`config.mk`:
```
export PLATFORM = sky130hd
export DESIGN_NAME = seq_pattern_gen
export DESIGN_NICKNAME = d
export VERILOG_FILES = /design/src/rtl/seq_pattern_gen_pkg.sv /design/src/rtl/seq_shift_reg.sv /design/src/rtl/seq_pattern_gen.sv
export SDC_FILE = /design/constraint.sdc
export NUM_CORES = 1
export LEC_CHECK = 0
export ABC_CLOCK_PERIOD_IN_PS = 3100
export CORE_MARGIN = 5
export CORE_UTILIZATION = 54
export DETAILED_ROUTE_END_ITERATION = 10
export PLACE_DENSITY_LB_ADDON = 0.12
export SYNTH_ARGS = -nofsm -noshare
export SYNTH_HDL_FRONTEND = slang
export SYNTH_HIERARCHICAL = 1
export SYNTH_SLANG_ARGS = --single-unit
```
`constraint.sdc`:
```
create_clock -name clk -period 3.1 [get_ports clk]
set_input_delay 0.31 -clock clk [delete_from_list [all_inputs] [get_ports clk]]
set_output_delay 0.31 -clock clk [all_outputs]
set_load 0.02 [all_outputs]
```
`src/rtl/seq_pattern_gen_pkg.sv`:
```
// ============================================================================
// Module : seq_pattern_gen_pkg
// Brief  : Shared state encodings, line level and length helper for the
//          serial pattern generator.
// Rev    : 1.0
// ============================================================================
`default_nettype none

package seq_pattern_gen_pkg;

  localparam logic [1:0] ST_IDLE = 2'd0;
  localparam logic [1:0] ST_SEND = 2'd1;
  localparam logic [1:0] ST_GAP  = 2'd2;
  localparam logic [1:0] ST_DONE = 2'd3;

  localparam logic IDLE_LEVEL    = 1'b0;
  localparam int   PAT_W_DEFAULT = 8;

  // A programmed length of 0 or beyond the register width means a full frame.
  function automatic int eff_len(input int len, input int pat_w);
    return ((len == 0) || (len > pat_w)) ? pat_w : len;
  endfunction

endpackage

`default_nettype wire

```
`src/rtl/seq_shift_reg.sv`:
```
// ============================================================================
// Module : seq_shift_reg
// Brief  : Loadable left-shift register with bit count-down, first/last flags.
// Rev    : 1.0
// ============================================================================
`default_nettype none

module seq_shift_reg
  import seq_pattern_gen_pkg::*;
#(
  parameter int PAT_W = PAT_W_DEFAULT,
  parameter int LEN_W = 4
) (
  input  logic             clk,
  input  logic             reset,
  input  logic             load_i,
  input  logic             shift_i,
  input  logic [PAT_W-1:0] pattern_i,
  input  logic [LEN_W-1:0] len_i,
  output logic             msb_o,
  output logic             first_o,
  output logic             last_o
);

  logic [PAT_W-1:0] shreg_q, shreg_d;
  logic [LEN_W-1:0] cnt_q, cnt_d;
  logic             first_q, first_d;

  // len_i is already clamped to 1..PAT_W, so the left-align shift never overflows.
  always_comb begin
    shreg_d = shreg_q;
    cnt_d   = cnt_q;
    first_d = first_q;
    if (load_i) begin
      shreg_d = pattern_i << (LEN_W'(PAT_W) - len_i);
      cnt_d   = len_i;
      first_d = 1'b1;
    end else if (shift_i) begin
      shreg_d = shreg_q << 1;
      cnt_d   = cnt_q - LEN_W'(1);
      first_d = 1'b0;
    end
  end

  always_ff @(posedge clk or posedge reset) begin
    if (reset) begin
      shreg_q <= '0;
      cnt_q   <= '0;
      first_q <= 1'b0;
    end else begin
      shreg_q <= shreg_d;
      cnt_q   <= cnt_d;
      first_q <= first_d;
    end
  end

  assign msb_o   = shreg_q[PAT_W-1];
  assign first_o = first_q;
  assign last_o  = (cnt_q == LEN_W'(1));

endmodule

`default_nettype wire

```
`src/rtl/seq_pattern_gen.sv`:
```
// ============================================================================
// Module : seq_pattern_gen
// Brief  : Bit-serial pattern transmitter with frame repeat and zero gaps.
// Rev    : 1.0
// ============================================================================
`default_nettype none

module seq_pattern_gen
  import seq_pattern_gen_pkg::*;
#(
  parameter int PAT_W = PAT_W_DEFAULT,
  parameter int LEN_W = 4,
  parameter int CNT_W = 4,
  parameter int GAP_W = 4
) (
  input  logic             clk,
  input  logic             reset,
  input  logic             en_tick,
  input  logic             start,
  input  logic             abort,
  input  logic [PAT_W-1:0] pattern,
  input  logic [LEN_W-1:0] len,
  input  logic [CNT_W-1:0] n_frames,
  input  logic [GAP_W-1:0] gap,
  output logic             seq_out,
  output logic             bit_valid,
  output logic             frame_start,
  output logic             busy,
  output logic             done
);

  logic [1:0]       state_q, state_d;
  logic [PAT_W-1:0] pat_q, pat_d;
  logic [LEN_W-1:0] len_q, len_d;
  logic [CNT_W-1:0] frames_q, frames_d;
  logic [GAP_W-1:0] gap_q, gap_d;
  logic [GAP_W-1:0] gapcnt_q, gapcnt_d;
  logic             seq_out_q, seq_out_d;
  logic             bit_valid_q, bit_valid_d;
  logic             frame_start_q, frame_start_d;
  logic             busy_q, busy_d;
  logic             done_q, done_d;

  logic             sr_load, sr_shift;
  logic             sr_msb, sr_first, sr_last;
  logic [LEN_W-1:0] len_eff;
  logic [PAT_W-1:0] ld_pat;
  logic [LEN_W-1:0] ld_len;

  assign len_eff = LEN_W'(eff_len(int'(len), PAT_W));

  // At acceptance the register loads straight from the ports; later reloads use the latched copy.
  assign ld_pat = (state_q == ST_IDLE) ? pattern : pat_q;
  assign ld_len = (state_q == ST_IDLE) ? len_eff : len_q;

  seq_shift_reg #(
    .PAT_W (PAT_W),
    .LEN_W (LEN_W)
  ) u_shreg (
    .clk       (clk),
    .reset     (reset),
    .load_i    (sr_load),
    .shift_i   (sr_shift),
    .pattern_i (ld_pat),
    .len_i     (ld_len),
    .msb_o     (sr_msb),
    .first_o   (sr_first),
    .last_o    (sr_last)
  );

  always_comb begin
    state_d       = state_q;
    pat_d         = pat_q;
    len_d         = len_q;
    frames_d      = frames_q;
    gap_d         = gap_q;
    gapcnt_d      = gapcnt_q;
    seq_out_d     = seq_out_q;
    bit_valid_d   = 1'b0;
    frame_start_d = 1'b0;
    busy_d        = busy_q;
    done_d        = 1'b0;
    sr_load       = 1'b0;
    sr_shift      = 1'b0;

    if (abort && (state_q != ST_IDLE)) begin
      state_d   = ST_IDLE;
      seq_out_d = IDLE_LEVEL;
      busy_d    = 1'b0;
    end else begin
      unique case (state_q)
        ST_IDLE: begin
          // done_q high means we are in the completion cycle; a start there is dropped.
          if (start && !done_q) begin
            pat_d    = pattern;
            len_d    = len_eff;
            frames_d = (n_frames == '0) ? CNT_W'(1) : n_frames;
            gap_d    = gap;
            sr_load  = 1'b1;
            busy_d   = 1'b1;
            state_d  = ST_SEND;
          end
        end

        ST_SEND: begin
          if (en_tick) begin
            seq_out_d     = sr_msb;
            bit_valid_d   = 1'b1;
            frame_start_d = sr_first;
            sr_shift      = 1'b1;
            if (sr_last) begin
              if (frames_q > CNT_W'(1)) begin
                frames_d = frames_q - CNT_W'(1);
                if (gap_q != '0) begin
                  gapcnt_d = gap_q;
                  state_d  = ST_GAP;
                end else begin
                  sr_load = 1'b1;
                end
              end else begin
                state_d = ST_DONE;
              end
            end
          end
        end

        ST_GAP: begin
          if (en_tick) begin
            seq_out_d   = IDLE_LEVEL;
            bit_valid_d = 1'b1;
            gapcnt_d    = gapcnt_q - GAP_W'(1);
            if (gapcnt_q == GAP_W'(1)) begin
              sr_load = 1'b1;
              state_d = ST_SEND;
            end
          end
        end

        ST_DONE: begin
          seq_out_d = IDLE_LEVEL;
          busy_d    = 1'b0;
          done_d    = 1'b1;
          state_d   = ST_IDLE;
        end

        default: state_d = ST_IDLE;
      endcase
    end
  end

  always_ff @(posedge clk or posedge reset) begin
    if (reset) begin
      state_q       <= ST_IDLE;
      pat_q         <= '0;
      len_q         <= '0;
      frames_q      <= '0;
      gap_q         <= '0;
      gapcnt_q      <= '0;
      seq_out_q     <= IDLE_LEVEL;
      bit_valid_q   <= 1'b0;
      frame_start_q <= 1'b0;
      busy_q        <= 1'b0;
      done_q        <= 1'b0;
    end else begin
      state_q       <= state_d;
      pat_q         <= pat_d;
      len_q         <= len_d;
      frames_q      <= frames_d;
      gap_q         <= gap_d;
      gapcnt_q      <= gapcnt_d;
      seq_out_q     <= seq_out_d;
      bit_valid_q   <= bit_valid_d;
      frame_start_q <= frame_start_d;
      busy_q        <= busy_d;
      done_q        <= done_d;
    end
  end

  assign seq_out     = seq_out_q;
  assign bit_valid   = bit_valid_q;
  assign frame_start = frame_start_q;
  assign busy        = busy_q;
  assign done        = done_q;

endmodule

`default_nettype wire
```
==> impl_metrics.json <==
{
  "yosysMostFrequentCell": "dfrtp_1",
  "wl_um": 6165,
  "drive_gt1_share_pct": 16.36,
  "intPower_mw": 2.007,
  "yosys-top-cells-count": "dfrtp_1, nand2_1, mux2_2, o21ai_0, inv_1",
  "startpoint": "state_q[0]$_DFFE_PP0P_",
  "nets": 359,
  "start_util_pct": 55.51,
  "arrival_ps": 3000,
  "slew_violations": 0,
  "hold_class": "in2async",
  "clkPwrFrac_pct": 12.8,
  "cts_setup_buffers": 0,
  "netlist.area_leader.share_pct": 38.83,
  "worst_pin_slew_ps": 690.1,
  "r2r_slack_ps": 340,
  "fin_setup_tns_ps": 0,
  "p_switching_mw": 1.453,
  "core_area_mm2": 0.005107,
  "cts_hold_repair.buffers": 0,
  "grt_first_pass_wirelength_um": 10400,
  "period_needed_ps": 2762,
  "fin_crit_sh_pct": 89.10,
  "switching_share_pct": 42.00,
  "maxSlewHeadroom_pct": 53.99,
  "hpwl_um": 4599,
  "clkLatencyLatePin_ps": 300,
  "path_max_fanout": 9,
  "netlist_area_mm2": 0.002835,
  "die_w_um": 82.46,
  "ys_async_sr_fraction_pct": 100.0,
  "synth_area_leader_cell": "dfrtp_1",
  "pwr-share-comb_pct": 57.5,
  "syn_avg_cell_area_um2": 9.743,
  "grt_max_degree": 32,
  "syn_nets": 327,
  "ant_nets": 0,
  "post_cts_resized": 0,
  "synth_ff_type": "dfrtp_1",
  "crit_path_end_kind": "register",
  "final_cell_area_mm2": 0.003324,
  "die_h_um": 82.46,
  "grt_overflow_total": 0,
  "grt_setup_unrepaired": "false",
  "place_congestion": 1.003,
  "clk_pin_slew_ps": 90,
  "clkSinkCount": 44,
  "critical_path_class": "reg2reg",
  "die_area_mm2": 0.006800,
  "power.density_mw_per_mm2": 1041,
  "maxCapViolCount": 0,
  "yosys_warnings": 6,
  "ioPinCount": 30,
  "placement.io_buffers": 29,
  "grt_pass1_vias": 2286,
  "cts_max_level": 2,
  "antenna_cells": 0,
  "finalHoldViolCount": 0,
  "synth_cell_type_count": 59,
  "antenna_found_initial": 0,
  "vias": 2254,
  "remaining_drc_errors": 0,
  "peakVddDrop_mv": 0.4693,
  "crit_required_ps": 3340,
  "numCtsBuffers": 5,
  "synth-seq-area-share_pct": 38.83,
  "track_usage_pct": 19.95,
  "drtPass1Iterations": 4,
  "synthTopCellsByArea": "dfrtp_1, mux2_2, ha_1, mux2i_1, o21ai_0",
  "cts_buffer_depth": 2,
  "synthCells": 291,
  "status": "finished, final reports clean",
  "start_kind": "register",
  "synth_enable_flop_cells": 0,
  "cts_root_buffer": "clkbuf_8",
  "nFillCells": 441,
  "rows": 26,
  "total_leakage_power_nw": 1.369,
  "tritoncts": "built",
  "placed_area_mm2": 0.003213,
  "setup-violations-final": 0,
  "drt_iter0_drc": 106,
  "skew_ps": 4.973,
  "viasPerCell": 5.721,
  "reg2reg_from": "state_q[0]$_DFFE_PP0P_",
  "synth_seq_cells": 44,
  "pwr-share-seq_pct": 29.8,
  "max_freq_ghz": 0.3620,
  "routedWlPerCell_um": 15.65,
  "synthToLayoutAreaGrowth_pct": 17.26
}
[worst max-delay path: stages, from the launching register on]
cell and delay (ps):
dfrtp_1 430, inv_1 100, ha_1 180, clkinv_1 220, o21ai_0 300, inv_1 70
ha_1 260, xor2_2 350, mux4_2 540, nor2b_1 120, o32a_1 130
[logic make-up (layout without fill, tap and decap cells)]
family	count (synthesis)	count (layout)	share of synthesized area, %
fa+ha+maj	11	11	4.854
xor+xnor	5	5	1.810
mux	41	41	16.73
compound gates	68	68	16.51
buf+inv	34	67	5.296
simple gates	88	88	15.98
flops	44	44	38.84
[path summary, 6_finish.rpt]
check,endpoint,cells past startpoint
min in group clk,u_shreg/first_o$_DFFE_PP0P_,1
worst max-delay path,u_shreg/shreg_q[7]$_DFFE_PP0P_,10
worst min-delay path,u_shreg/shreg_q[5]$_DFFE_PP0P_,2
worst min register to register,u_shreg/first_o$_DFFE_PP0P_,1
worst max register to register,u_shreg/shreg_q[7]$_DFFE_PP0P_,10
max in group asynchronous,u_shreg/shreg_q[7]$_DFFE_PP0P_,2
[registers in the layout, indices dropped and copies added (netlist names)]
signal and cells:
bit_valid 1, pat_q 8, u_shreg/cnt_q 4, seq_out 1, gap_q 4, done 1, frames_q 4, busy 1
len_q 4, gapcnt_q 4, state_q 2, frame_start 1, u_shreg/first_o 1, u_shreg/shreg_q 8
[power by group through the flow]
stage               Combinational [mW]  Sequential [mW]  Clock (mW)
detailed placement                1.97             1.04           0
finish                            1.99             1.03       0.442
global placement                  1.92             1.03           0
CTS                               1.99             1.03       0.454
floorplan                         1.53             1.02           0
global route                      2.20             1.07       0.479
[layout make-up]
type	count	area [µm²]	share of cell area, %
well taps	70	87.58	2.635
flip-flops and latches	44	1101	33.12
inverters	20	75.07	2.258
multi-input cells	213	1584	47.65
repair buffers	39	365.4	10.99
clock buffers	5	68.82	2.070
clock inverters	3	42.54	1.280
[metal layers]
metal | track usage, % | routed length, µm
met5 | 0 | 0
met4 | 6.478 | 84
met3 | 3.905 | 313
met2 | 33.73 | 2962
met1 | 25.57 | 2805
[stage by stage]
stage               power [mW]  std cells  hold slack, ps  utilization, %  worst slack (ps)
floorplan                2.545        291           187.0               -             268.0
global placement         2.949        386           467.3           62.91             378.3
detailed placement       3.012        386           469.1           62.91             382.2
CTS                      3.469        394           393.2           65.09             335.3
global route             3.749        394           431.8           65.09             123.0
finish                   3.460        394           384.2           65.09             337.8
[cells in the final DEF (no fill, tap or decap), types with 2 or more instances in the layout]
master           synthesis  layout
o2bb2ai_1                2       2
xnor2_1                  2       2
o31ai_1                  3       3
nand2_1                 27      27
nand2b_1                 9       9
a211oi_1                 4       4
nor3_1                   8       8
nor4_1                   3       3
mux2i_1                 11      11
o32ai_1                  2       2
o41ai_1                  2       2
o32a_1                   2       2
inv_1                   19      19
o21ai_0                 22      21
xor2_1                   2       2
ha_1                    11      11
buf_4                    1      10
mux4_2                   2       2
clkbuf_8                 0       5
and2_1                   3       3
o221ai_1                 2       2
a2bb2oi_1                2       2
dfrtp_1                 44      44
o21a_1                   2       2
nand3_1                  6       6
o211ai_1                 6       6
o21ai_1                  1       2
a21oi_1                  6       6
nor2b_1                  8       8
mux2_1                   2       2
nor2_1                  14      14
nand4_1                  2       2
mux2_2                  25      25
clkdlybuf4s50_1          0      29
(Power assumes the default switching activity.)
